## src/rtl/sr_drive_ctrl_pkg.sv

```systemverilog
// Shared types for the SR latch drive controller: FSM states, pulse direction
// and internal counter widths.
package sr_drive_ctrl_pkg;

  typedef enum logic [1:0] {
    ST_IDLE    = 2'd0,
    ST_PULSE   = 2'd1,
    ST_HOLDOFF = 2'd2
  } state_e;

  typedef enum logic {
    DIR_SET = 1'b0,
    DIR_CLR = 1'b1
  } dir_e;

  // Shared pulse-width / holdoff timer; both limits are at most 15.
  localparam int TMR_W = 4;
  // Debounce counter; DEBOUNCE_CYCLES is at most 255.
  localparam int DEB_CNT_W = 8;

endpackage

```

## src/rtl/sr_drive_ctrl_debounce_sync.sv

```systemverilog
// One raw button input: two-flop synchronizer, debounce counter/level and a
// registered one-cycle pulse on each debounced 0->1 transition.
module debounce_sync
  import sr_drive_ctrl_pkg::*;
#(
  parameter int DEBOUNCE_CYCLES = 16
) (
  input  logic clk,
  input  logic rst,
  input  logic raw_in,
  output logic rise
);

  localparam logic [DEB_CNT_W-1:0] CNT_LAST = DEB_CNT_W'(DEBOUNCE_CYCLES - 1);

  logic                 sync1_q, sync1_d;
  logic                 sync2_q, sync2_d;
  logic                 deb_q, deb_d;
  logic [DEB_CNT_W-1:0] cnt_q, cnt_d;
  logic                 rise_q, rise_d;

  always_comb begin
    sync1_d = raw_in;
    sync2_d = sync1_q;
    deb_d   = deb_q;
    cnt_d   = '0;
    // Any cycle matching the current level restarts the stability count.
    if (sync2_q != deb_q) begin
      if (cnt_q == CNT_LAST) begin
        deb_d = ~deb_q;
      end else begin
        cnt_d = cnt_q + 1'b1;
      end
    end
    rise_d = deb_d & ~deb_q;
  end

  always_ff @(posedge clk or posedge rst) begin
    if (rst) begin
      sync1_q <= 1'b0;
      sync2_q <= 1'b0;
      deb_q   <= 1'b0;
      cnt_q   <= '0;
      rise_q  <= 1'b0;
    end else begin
      sync1_q <= sync1_d;
      sync2_q <= sync2_d;
      deb_q   <= deb_d;
      cnt_q   <= cnt_d;
      rise_q  <= rise_d;
    end
  end

  assign rise = rise_q;

endmodule

```

## src/rtl/sr_drive_ctrl.sv

```systemverilog
// SR latch drive controller: debounced set/clear buttons produce a fixed-width
// enable+S or enable+R pulse followed by a holdoff, and count issued pulses.
module sr_drive_ctrl
  import sr_drive_ctrl_pkg::*;
#(
  parameter int DEBOUNCE_CYCLES = 16,
  parameter int PULSE_WIDTH     = 2,
  parameter int HOLDOFF_CYCLES  = 4,
  parameter int CNT_W           = 8
) (
  input  logic             clk,
  input  logic             rst,
  input  logic             set_in,
  input  logic             clr_in,
  output logic             enable,
  output logic             S,
  output logic             R,
  output logic             busy,
  output logic             conflict,
  output logic [CNT_W-1:0] evt_cnt
);

  localparam logic [TMR_W-1:0] PW_LOAD = TMR_W'(PULSE_WIDTH - 1);
  localparam logic [TMR_W-1:0] HO_LOAD =
    TMR_W'((HOLDOFF_CYCLES > 0) ? (HOLDOFF_CYCLES - 1) : 0);

  logic set_rise;
  logic clr_rise;

  debounce_sync #(.DEBOUNCE_CYCLES(DEBOUNCE_CYCLES)) u_set_db (
    .clk    (clk),
    .rst    (rst),
    .raw_in (set_in),
    .rise   (set_rise)
  );

  debounce_sync #(.DEBOUNCE_CYCLES(DEBOUNCE_CYCLES)) u_clr_db (
    .clk    (clk),
    .rst    (rst),
    .raw_in (clr_in),
    .rise   (clr_rise)
  );

  state_e             state_q, state_d;
  dir_e               dir_q, dir_d;
  logic [TMR_W-1:0]   tmr_q, tmr_d;
  logic [CNT_W-1:0]   evt_q, evt_d;
  logic               enable_q, enable_d;
  logic               s_q, s_d;
  logic               r_q, r_d;
  logic               busy_q, busy_d;
  logic               conflict_q, conflict_d;

  always_comb begin
    state_d    = state_q;
    dir_d      = dir_q;
    tmr_d      = tmr_q;
    evt_d      = evt_q;
    conflict_d = 1'b0;
    case (state_q)
      ST_IDLE: begin
        if (set_rise && clr_rise) begin
          conflict_d = 1'b1;
        end else if (set_rise || clr_rise) begin
          state_d = ST_PULSE;
          tmr_d   = PW_LOAD;
          dir_d   = set_rise ? DIR_SET : DIR_CLR;
          evt_d   = evt_q + 1'b1;
        end
      end
      ST_PULSE: begin
        if (tmr_q == '0) begin
          if (HOLDOFF_CYCLES == 0) begin
            state_d = ST_IDLE;
          end else begin
            state_d = ST_HOLDOFF;
            tmr_d   = HO_LOAD;
          end
        end else begin
          tmr_d = tmr_q - 1'b1;
        end
      end
      ST_HOLDOFF: begin
        if (tmr_q == '0) begin
          state_d = ST_IDLE;
        end else begin
          tmr_d = tmr_q - 1'b1;
        end
      end
      default: state_d = ST_IDLE;
    endcase

    // Outputs are decoded from the next state so they leave a flop directly.
    enable_d = (state_d == ST_PULSE);
    s_d      = enable_d && (dir_d == DIR_SET);
    r_d      = enable_d && (dir_d == DIR_CLR);
    busy_d   = (state_d != ST_IDLE);
  end

  always_ff @(posedge clk or posedge rst) begin
    if (rst) begin
      state_q    <= ST_IDLE;
      dir_q      <= DIR_SET;
      tmr_q      <= '0;
      evt_q      <= '0;
      enable_q   <= 1'b0;
      s_q        <= 1'b0;
      r_q        <= 1'b0;
      busy_q     <= 1'b0;
      conflict_q <= 1'b0;
    end else begin
      state_q    <= state_d;
      dir_q      <= dir_d;
      tmr_q      <= tmr_d;
      evt_q      <= evt_d;
      enable_q   <= enable_d;
      s_q        <= s_d;
      r_q        <= r_d;
      busy_q     <= busy_d;
      conflict_q <= conflict_d;
    end
  end

  assign enable   = enable_q;
  assign S        = s_q;
  assign R        = r_q;
  assign busy     = busy_q;
  assign conflict = conflict_q;
  assign evt_cnt  = evt_q;

  a_no_overlap : assert property (@(posedge clk) disable iff (rst) !(s_q && r_q));
  a_drive_needs_enable : assert property (@(posedge clk) disable iff (rst)
                                          (s_q || r_q) |-> enable_q);

endmodule

```

## config.mk

```make
export PLATFORM = sky130hd
export DESIGN_NAME = sr_drive_ctrl
export DESIGN_NICKNAME = d
export VERILOG_FILES = /design/src/rtl/sr_drive_ctrl_pkg.sv /design/src/rtl/sr_drive_ctrl_debounce_sync.sv /design/src/rtl/sr_drive_ctrl.sv
export SDC_FILE = /design/constraint.sdc
export NUM_CORES = 1
export LEC_CHECK = 0
export ABC_AREA = 1
export BUFFER_PORTS_ARGS = -buffer_cell sky130_fd_sc_hd__buf_2
export CORE_ASPECT_RATIO = 0.6
export CORE_UTILIZATION = 45
export CTS_BUF_LIST = sky130_fd_sc_hd__clkbuf_8
export DETAILED_ROUTE_END_ITERATION = 7
export SLEW_MARGIN = 40
export SYNTH_ARGS = -nofsm -noshare
export SYNTH_HDL_FRONTEND = slang
export SYNTH_SLANG_ARGS = --single-unit
```

## constraint.sdc

```tcl
create_clock -name clk -period 2.11 [get_ports clk]
set_clock_uncertainty 0.05 [all_clocks]
set_input_delay 0.211 -clock clk [delete_from_list [all_inputs] [get_ports clk]]
set_output_delay 0.211 -clock clk [all_outputs]
set_load 0.005 [all_outputs]
```

==> key figures, run 1 <==
Min path
  • Hold crit path type: in2async

Timing
  • Setup Viol. Count Final: 0
  • Part of the cycle the worst path needs: between 70% and 80%
  • Hold Vio Cnt, Final: 44
  • Setup TNS: 0 ps
  • Slew HR: 64.75%
  • Worst Slack Setup Final: 441.6 ps
  • Worst-Margin Slew: 525.0 ps
  • Minimum clock period: around 1700 ps
  • Max Clk Rate: 0.5994 GHz
  • Final hold slack: -24.84 ps
  • RSZ-0062 raised after global routing: no
  • Slew Limit Fails: 0

Yosys
  • Synth cell types: 20
  • Synth area leaders: dfrtp_1 52%, nand2_1 11%, inv_1 6.2%
  • Sequential fraction of the synthesis area: 51.83%
  • Most area-hungry cell type in the Yosys netlist: dfrtp_1
  • Syn Inst Count: 252
  • Synth warn: 0
  • Syn avg cell area: 8.431 um2
  • Syn Nets: about 270
  • Share of the synthesized area in the top cell type: 51.83%
  • Synth Cell Area: 2125 um2
  • FF+latch count, synth: 44

Floorplanning
  • Die area: 5009 um2
  • Initial Util: 49.13%
  • Row count: 18
  • Core area: 4324 um2
  • I/O pins: 17
  • Die H: ~55 um
  • Die X: 90.71 um

Finish
  • Register area: 1101 um2
  • Core Util, Final: 55.15%
  • Area growth from synthesis to layout: 12.25%
  • Diode count: 0
  • Non-Filler Instances: 338
  • Layout cells sized above 1: 11.87%
  • Fill count: roughly 400
  • Multi-input gate area: 888.4 um2
  • Final nets: 291

Placed design
  • RD Place Congestion: around 0.81
  • # port buffers: 16
  • Dpl ws: 472.4 ps
  • Post-DP HPWL: 2539 um
  • Post-Place Cells: 329

Global route
  • Global-route wire length before repair: about 6500 um
  • M3 GR Usage: 4.959%
  • Met2 global-route usage: 22.19%
  • Gr usage total: 16.45%
  • Overflow after GRT: 0
  • Vias in the first global route: 1439
  • Layer with the highest usage: met1
  • Largest net degree at the start of global routing: 45
  • Initial antenna violation count: 0
  • Routing usage on met1: between 20% and 30%

Worst setup path
  • Worst path max stage delay: 430 ps
  • Slowest CP cell: dfrtp_1
  • Buffers and inverters on the worst path: 2
  • Worst Setup End Kind: register
  • Crit start category: register
  • CP max FO: 9
  • Crit Path Class: reg2reg
  • Crit path required time: 2230 ps
  • CP cell instances: inv_1, ha_1, nand3_4, clkinv_1, nand3_1, xnor2_1
  • Family with the most delay on the worst path: flip-flops
  • Critical Path AT: 1790 ps

Route
  • Routed WL per cell: between 10 and 15 um
  • Via Count: between 1500 and 2000
  • Initial DRC count: between 90 and 100
  • Antenna viol nets, final: 0
  • Routed vias/inst: roughly 4.6
  • Remaining DRCs: 0
  • Drt first pass iters: 4
  • Routed WL: 3602 um

Pwr
  • Max VDD drop: 0.4014 mV
  • Total power: 1.484 mW
  • LEAKAGE: 1.272 nW
  • Cell Pwr Density: just over 600 nW/um2

Clock tree
  • H-tree levels: 2
  • Post-CTS setup buffer count: 0
  • CTS resizes: 0
  • Worst-path clk slew: roughly 80 ps
  • Clock sinks: 44
  • Num CTS Buffers: 5
  • CTS hold repair buffers: 2
  • Worst-skew pair later-pin latency: just under 300 ps
  • Root buffer cell: clkbuf_8
  • CTS Buffer Depth: 2
  • CTS tree: done

Status
  • Status: finished with violations
  • Failing checks: negative hold slack

Run
  • Max cap viols: 0
synth_stat cells:
library cell,count
nand3_4,1
clkinv_1,1
dfrtp_1,44
nand3b_1,1
or2_2,3
nand4_1,2
nor3_1,4
xnor2_1,6
nor2_2,2
xor2_1,7
nor2_1,32
nand2_2,4
a21oi_1,7
nand2_1,64
o21ai_0,9
a31oi_1,1
inv_1,35
ha_1,9
nor4_1,1
nand3_1,19
sequential cells by signal, summed over array words and instances (netlist names):
name,cells
busy,1
u_set_db.cnt_q,8
u_clr_db.cnt_q,8
dir_q,1
u_set_db.deb_q,1
evt_cnt,8
state_q,2
u_clr_db.sync2_q,1
u_set_db.sync2_q,1
R,1
u_clr_db.sync1_q,1
enable,1
u_set_db.sync1_q,1
conflict,1
tmr_q,4
u_clr_db.deb_q,1
u_set_db.rise,1
S,1
u_clr_db.rise,1
worst paths after layout:
kind | start | end | slack [ps] | cells past startpoint
worst min register to register | u_clr_db.sync1_q | u_clr_db.sync2_q | 310 | 0
max in group asynchronous | rst | u_clr_db.rise | 1660 | 3
worst max register to register | state_q[0] | evt_cnt[4] | 440 | 6
worst max-delay path | state_q[0] | evt_cnt[4] | 440 | 6
worst min-delay path | rst | u_clr_db.cnt_q[5] | -20 | 3
min in group clk | u_clr_db.sync1_q | u_clr_db.sync2_q | 310 | 0
area by class of cell:
class                      instances  share of cell area [%]
clock buffer                       5                   2.886
clock inverter                     2                  0.3673
inverter                          36                   5.666
multi-input combinational        172                   37.25
sequential                        44                   46.17
tap                               60                   3.148
timing repair buffer              19                   4.512
layer usage:
layer | wire length [um] | vias to the layer above
met5 | 0 | -
met3 | 150 | 5
li1 | - | 831
met1 | 2111 | 690
met4 | 31 | 0
met2 | 1308 | 29
cells by family after synthesis:
group / Yosys count / share of synthesized area, %
buf+inv: 36 / 6.360
fa+ha+maj: 9 / 5.300
xor+xnor: 13 / 5.359
flops: 44 / 51.83
compound gates: 17 / 4.063
simple gates: 133 / 27.09
cell usage in the layout (no fill, tap or decap), types with 3 or more instances in the layout:
cell | netlist | routed
dfrtp_1 | 44 | 44
ha_1 | 9 | 9
buf_2 | 0 | 16
nand2_2 | 4 | 4
nand3_1 | 19 | 19
xnor2_1 | 6 | 6
a21oi_1 | 7 | 7
inv_1 | 35 | 35
o21ai_0 | 9 | 9
nand2_1 | 64 | 64
nor2_1 | 32 | 32
or2_2 | 3 | 3
nor3_1 | 4 | 4
clkbuf_8 | 0 | 5
xor2_1 | 7 | 7
power breakdown:
group / leakage, nW / internal (mW) / switching (mW)
clock: 0.0452 / 0.221 / 0.270
combinational: 0.627 / 0.0403 / 0.0767
sequential: 0.600 / 0.863 / 0.0135
total: 1.27 / 1.12 / 0.360
through the flow:
stage	area, um2	hold slack, ps
2_1_floorplan	2125	192.4
3_3_place_gp	2287	269.2
3_5_place_dp	2287	270.8
4_1_cts	2385	6.719
5_1_grt	2385	27.31
6_report	2385	-24.84
tightest hold or removal path: stages:
cell and delay (ps):
buf_2 100, clkinv_1 30, buf_4 430
Power figures use the tool's default switching activity.
==> run 2: changes to the inputs <==
--- a/config.mk
+++ b/config.mk
@@ -11,6 +11,7 @@
 export CORE_UTILIZATION = 45
 export CTS_BUF_LIST = sky130_fd_sc_hd__clkbuf_8
 export DETAILED_ROUTE_END_ITERATION = 7
+export PLACE_DENSITY = 0.65
 export SLEW_MARGIN = 40
 export SYNTH_ARGS = -nofsm -noshare
 export SYNTH_HDL_FRONTEND = slang
==> constraint.sdc (replaced) <==
create_clock -name clk -period 1.5 [get_ports clk]
set_clock_uncertainty 0.05 [all_clocks]
set_input_delay 0.15 -clock clk [delete_from_list [all_inputs] [get_ports clk]]
set_output_delay 0.15 -clock clk [all_outputs]
set_load 0.005 [all_outputs]
==> run 2 against run 1 <==
Net effect: the flow now finishes without violations; clock-buffer cell count did not move; utilization rose by 6.4 points; power rose by 48%; worst setup slack got worse by 420 ps; fmax rose by 13%; final area rose by 12%; cell count rose by 5.9%; critical path type unchanged; largest cell class unchanged.
==> key figures, run 2 (same netlist as run 1, synthesis figures left out) <==
Worst setup path
  • Reg2reg end: R
  • CP max FO: 4
  • Worst Reg2Reg Path Length in Cells: 7
  • Crit path from: state_q[1]
  • R2r setup slk: 20 ps
  • Crit Path Class: reg2reg
  • Crit path required time: 1630 ps
  • Critical Path AT: 1610 ps
  • End point of the critical path: R
  • Crit start category: register
  • RR Startpoint: state_q[1]
  • Worst Setup End Kind: register

Timing
  • Hold Vio Cnt, Final: 0
  • Worst-Margin Slew: 263.8 ps
  • Slew HR: 82.39%
  • Max Clk Rate: 0.6747 GHz
  • Part of the cycle the worst path needs: 98.82%
  • Slew Limit Fails: 0
  • Final hold slack: 291.5 ps
  • Setup Viol. Count Final: 0
  • Minimum clock period: between 1000 and 1500 ps
  • RSZ-0062 raised after global routing: yes
  • Setup TNS: 0 ps

Finish
  • Most common cell after layout, fill and taps aside: nand2_1
  • Core Util, Final: 61.52%
  • Fill count: between 300 and 400
  • Final nets: 311
  • Diode count: 0
  • Non-Filler Instances: 358
  • Highest-count cells in the layout ignoring fill and taps: 61 x nand2_1, 44 x dfrtp_1, 32 x inv_1
  • Area growth from synthesis to layout: 25.21%
  • Layout cells sized above 1: 25.17%

Route
  • Routed WL: 4254 um
  • Antenna viol nets, final: 0
  • Drt first pass iters: 4
  • Via Count: around 1700
  • Initial DRC count: 61
  • Remaining DRCs: 0
  • Routed WL per cell: 11.88 um
  • Routed vias/inst: approximately 4.7

Status
  • Status: finished, final reports clean

Clock tree
  • CTS Buffer Depth: 2
  • Root buffer cell: clkbuf_8
  • Worst-skew pair later-pin latency: between 200 and 300 ps
  • H-tree levels: 2
  • CTS tree: done
  • Worst-path clk slew: about 80 ps
  • Num CTS Buffers: 5
  • Clock sinks: 44

Global route
  • Global-route wire length before repair: 7445 um
  • Overflow after GRT: 0
  • Largest net degree at the start of global routing: 23
  • Vias in the first global route: about 1700
  • Initial antenna violation count: 0
  • Gr usage total: between 10% and 20%

Floorplanning
  • Die H: 55.23 um
  • Row count: 18
  • I/O pins: 17
  • Core area: 4324 um2
  • Die X: 90.71 um
  • Initial Util: about half
  • Die area: ~5000 um2

Placed design
  • Post-DP HPWL: 2999 um
  • RD Place Congestion: 0.8163
  • Post-Place Cells: 344
  • # port buffers: 16

Run
  • Max cap viols: 0

Pwr
  • Total power: 2.190 mW
  • LEAKAGE: 1.371 nW
  • Max VDD drop: 0.7709 mV
  • Cell Pwr Density: between 800 and 900 nW/um2

Min path
  • Hold crit path type: in2async
## run 2: cell count changes in the layout (fill, tap and decap cells not counted), moves of 4 or more
cell   delta
ha_2      +4
inv_2     +4
ha_1      -6
buf_4    +17
## run 2: per-stage QoR
stage	area (um2)	setup WS [ps]
floorplan	2128	22.45
global placement	2416	14.78
detailed placement	2416	-40.75
CTS	2534	21.65
global route	2660	-52.48
finish	2660	17.77
## run 2: worst min path at each step
stage / from / to / slack (ps) / cells after the start
6_report: rst / evt_cnt[7] / 290 / 3
5_1_grt: rst / u_clr_db.cnt_q[5] / 300 / 3
4_1_cts: rst / u_clr_db.cnt_q[2] / 280 / 3
3_5_place_dp: rst / u_clr_db.cnt_q[2] / 50 / 2
3_3_place_gp: rst / u_clr_db.cnt_q[6] / 50 / 2
2_1_floorplan: clr_in / u_clr_db.sync1_q / 130 / 0
## run 2: what timing repair did
item | CTS | global route
buffers inserted | 0 | 4
endpoints found under the setup margin | 8 | 22
hold endpoints to repair | 11 | 0
resized for setup | 4 | 24
pin swaps | 1 | 7
hold buffers | 3 | 0
## run 2: layout make-up
cell class	instances	area, um2	area share (%)
Clock buffer	5	68.82	2.587
Clock inverter	2	8.758	0.3293
Inverter	36	138.9	5.221
Multi-Input combinational cell	172	991.0	37.25
Sequential cell	44	1101	41.39
Tap cell	60	75.07	2.822
Timing Repair Buffer	39	276.5	10.40
## run 2: report_power, final
part | leakage [nW] | switching [mW] | internal [mW] | total (mW)
Combinational | 0.726 | 0.144 | 0.118 | 0.262
Clock | 0.0452 | 0.382 | 0.310 | 0.693
Sequential | 0.600 | 0.0209 | 1.21 | 1.24
## run 2: critical path: stages (launching register included)
cell and delay [ps]:
dfrtp_1 440, inv_2 90, ha_2 190, or2_4 260, a21oi_4 150, nor2_4 60, nand2_2 90, nor2_1 50
## run 2: routing by layer
metal	global-route usage, %	part of all wire (%)	wire length, um	vias up
li1	-	-	-	868
met1	27.02	55	2322	796
met2	28.03	41	1764	19
met3	4.683	3.0	127	7
met4	4.839	0.94	40	0
met5	0	0	0	-
==> run 3: changes to the inputs <==
--- a/config.mk
+++ b/config.mk
@@ -11,7 +11,6 @@
 export CORE_UTILIZATION = 45
 export CTS_BUF_LIST = sky130_fd_sc_hd__clkbuf_8
 export DETAILED_ROUTE_END_ITERATION = 7
-export PLACE_DENSITY = 0.65
 export SLEW_MARGIN = 40
 export SYNTH_ARGS = -nofsm -noshare
 export SYNTH_HDL_FRONTEND = slang
==> constraint.sdc (replaced) <==
create_clock -name clk -period 1.6 [get_ports clk]
set_clock_uncertainty 0.05 [all_clocks]
set_input_delay 0.16 -clock clk [delete_from_list [all_inputs] [get_ports clk]]
set_output_delay 0.16 -clock clk [all_outputs]
set_load 0.005 [all_outputs]
==> run 3 against run 2 <==
Net effect: cell count is 3.4% lower; final area decreased by 6.3%; routed wire length down 11%; worst setup slack improved by 100 ps; largest cell class unchanged; clock-buffer cell count rose by 2; highest routed layer unchanged; global-route usage shrank 1.1 points; via count fell by 5.1%; combinational power is 29% lower; register-to-register slack better by 100 ps.
==> key figures, run 3 (same netlist as run 1, synthesis figures left out) <==
Status
  • Status: finished, final reports clean

Timing
  • RSZ-0062 raised after global routing: no
  • Slew Limit Fails: 0
  • Part of the cycle the worst path needs: 92.43%
  • Slew HR: 83.74%
  • Minimum clock period: 1479 ps
  • Max Clk Rate: ~0.68 GHz
  • Hold Vio Cnt, Final: 0
  • Worst-Margin Slew: 242.8 ps
  • Final hold slack: 300.5 ps
  • Setup TNS: 0 ps
  • Setup Viol. Count Final: 0

Floorplanning
  • Row count: 18
  • Core area: roughly 4300 um2
  • Die X: 90.71 um
  • I/O pins: 17
  • Die area: 5009 um2
  • Die H: ~55 um
  • Initial Util: 49.13%

Clock tree
  • CTS tree: done
  • Post-CTS setup buffer count: 0
  • Num CTS Buffers: 5
  • Clock sinks: 44
  • CTS Buffer Depth: 2
  • Worst-skew pair later-pin latency: 300 ps
  • H-tree levels: 2
  • Worst-path clk slew: 80 ps
  • Root buffer cell: clkbuf_8

Placed design
  • Post-DP HPWL: 2632 um
  • RD Place Congestion: 0.8002
  • # port buffers: 16

Route
  • Antenna viol nets, final: 0
  • Via Count: 1603
  • Drt first pass iters: 4
  • Routed WL per cell: 10.91 um
  • Initial DRC count: between 70 and 80
  • Routed vias/inst: 4.633
  • Routed WL: 3776 um
  • Remaining DRCs: 0

Worst setup path
  • CP max FO: 9
  • Family with the most delay on the worst path: flip-flops
  • Critical Path AT: around 1600 ps
  • Crit path required time: 1740 ps
  • Worst Reg2Reg Path Length in Cells: 6
  • Reg2reg end: evt_cnt[4]
  • Worst path max stage delay: 440 ps
  • Crit start category: register
  • Worst Setup End Kind: register
  • Slowest CP cell: dfrtp_1
  • CP cell instances: inv_2, ha_2, nand3_4, clkinv_1, nand3_1, xnor2_1
  • R2r setup slk: 120 ps
  • Buffers and inverters on the worst path: 2
  • Crit Path Class: reg2reg
  • RR Startpoint: state_q[0]

Finish
  • Final nets: approximately 300
  • Area growth from synthesis to layout: 17.31%
  • Most common cell after layout, fill and taps aside: nand2_1
  • Fill count: slightly below 400
  • Diode count: 0
  • Layout cells sized above 1: 15.38%
  • Highest-count cells in the layout ignoring fill and taps: 64 x nand2_1, 44 x dfrtp_1, 33 x inv_1

Global route
  • Gr usage total: between 10% and 20%
  • Overflow after GRT: 0
  • Initial antenna violation count: 0
  • Vias in the first global route: 1539
  • Largest net degree at the start of global routing: 45
  • Global-route wire length before repair: 6955 um

Pwr
  • Max VDD drop: 0.4684 mV
  • LEAKAGE: around 1.3 nW
  • Cell Pwr Density: 844.4 nW/um2

Min path
  • Min-Delay Path Depth: 0
  • Min-delay src: u_set_db.sync1_q
  • Hold Crit Endpoint: u_set_db.sync2_q
  • Hold crit path type: reg2reg

Run
  • Max cap viols: 0
## run 3: changes by cell type in the layout (fill, tap and decap cells not counted), moves of 2 or more
cell      previous run  this run
buf_4               18         7
clkbuf_8             5         7
clkinv_1             0         2
ha_1                 3         8
ha_2                 4         1
ha_4                 2         0
inv_2                4         1
nand2_1             61        64
nand2_2              7         4
nor2_1              29        32
nor2_2               3         1
## run 3: metrics by stage
step / power, mW / instances / worst slack (ps) / util [%] / cell area (um2)
after global routing: 2.199 / 346 / 3.765 / 57.64 / 2492
after global placement: 1.356 / 336 / 49.06 / 54.40 / 2352
after detailed placement: 1.353 / 336 / 43.09 / 54.40 / 2352
after CTS: 2.120 / 346 / 13.45 / 57.32 / 2479
final: 2.105 / 346 / 121.1 / 57.64 / 2492
after floorplan: 1.291 / 252 / 97.84 / - / 2125
## run 3: worst max path at each step
stage / start / to / slack (ps) / depth (start not counted)
2_1_floorplan: state_q[1] / R / 100 / 7
3_5_place_dp: state_q[0] / evt_cnt[4] / 40 / 6
3_3_place_gp: state_q[1] / R / 50 / 7
4_1_cts: state_q[0] / evt_cnt[4] / 10 / 6
6_report: state_q[0] / evt_cnt[4] / 120 / 6
5_1_grt: state_q[0] / tmr_q[3] / 4 / 9
## run 3: power breakdown
group | leakage (nW) | internal, mW | switching, mW
clock network | 0.0503 | 0.385 | 0.378
registers | 0.600 | 1.14 | 0.0169
logic | 0.667 | 0.0761 | 0.111
total | 1.32 | 1.60 | 0.505
## run 3: area by class of cell
type	instances	area (um2)	area share [%]
inverters	36	135.1	5.422
multi-input cells	172	902.1	36.19
well taps	60	75.07	3.012
repair buffers	27	182.7	7.329
clock buffers	7	96.34	3.865
flip-flops and latches	44	1101	44.18
## run 3: what timing repair did
item / in CTS / in global routing
endpoints found under the hold margin: 46 / 0
hold buffers: 3 / 0
setup endpoints to repair: 0 / 16
resized for setup: 0 / 5
## run 3: per-layer routing
layer  track usage, %  vias up  wire (um)
li1                 -      844          -
met1            26.77      720       2174
met2            23.70       31       1391
met3            4.270        8        149
met4            6.912        0         61
met5                0        -          0
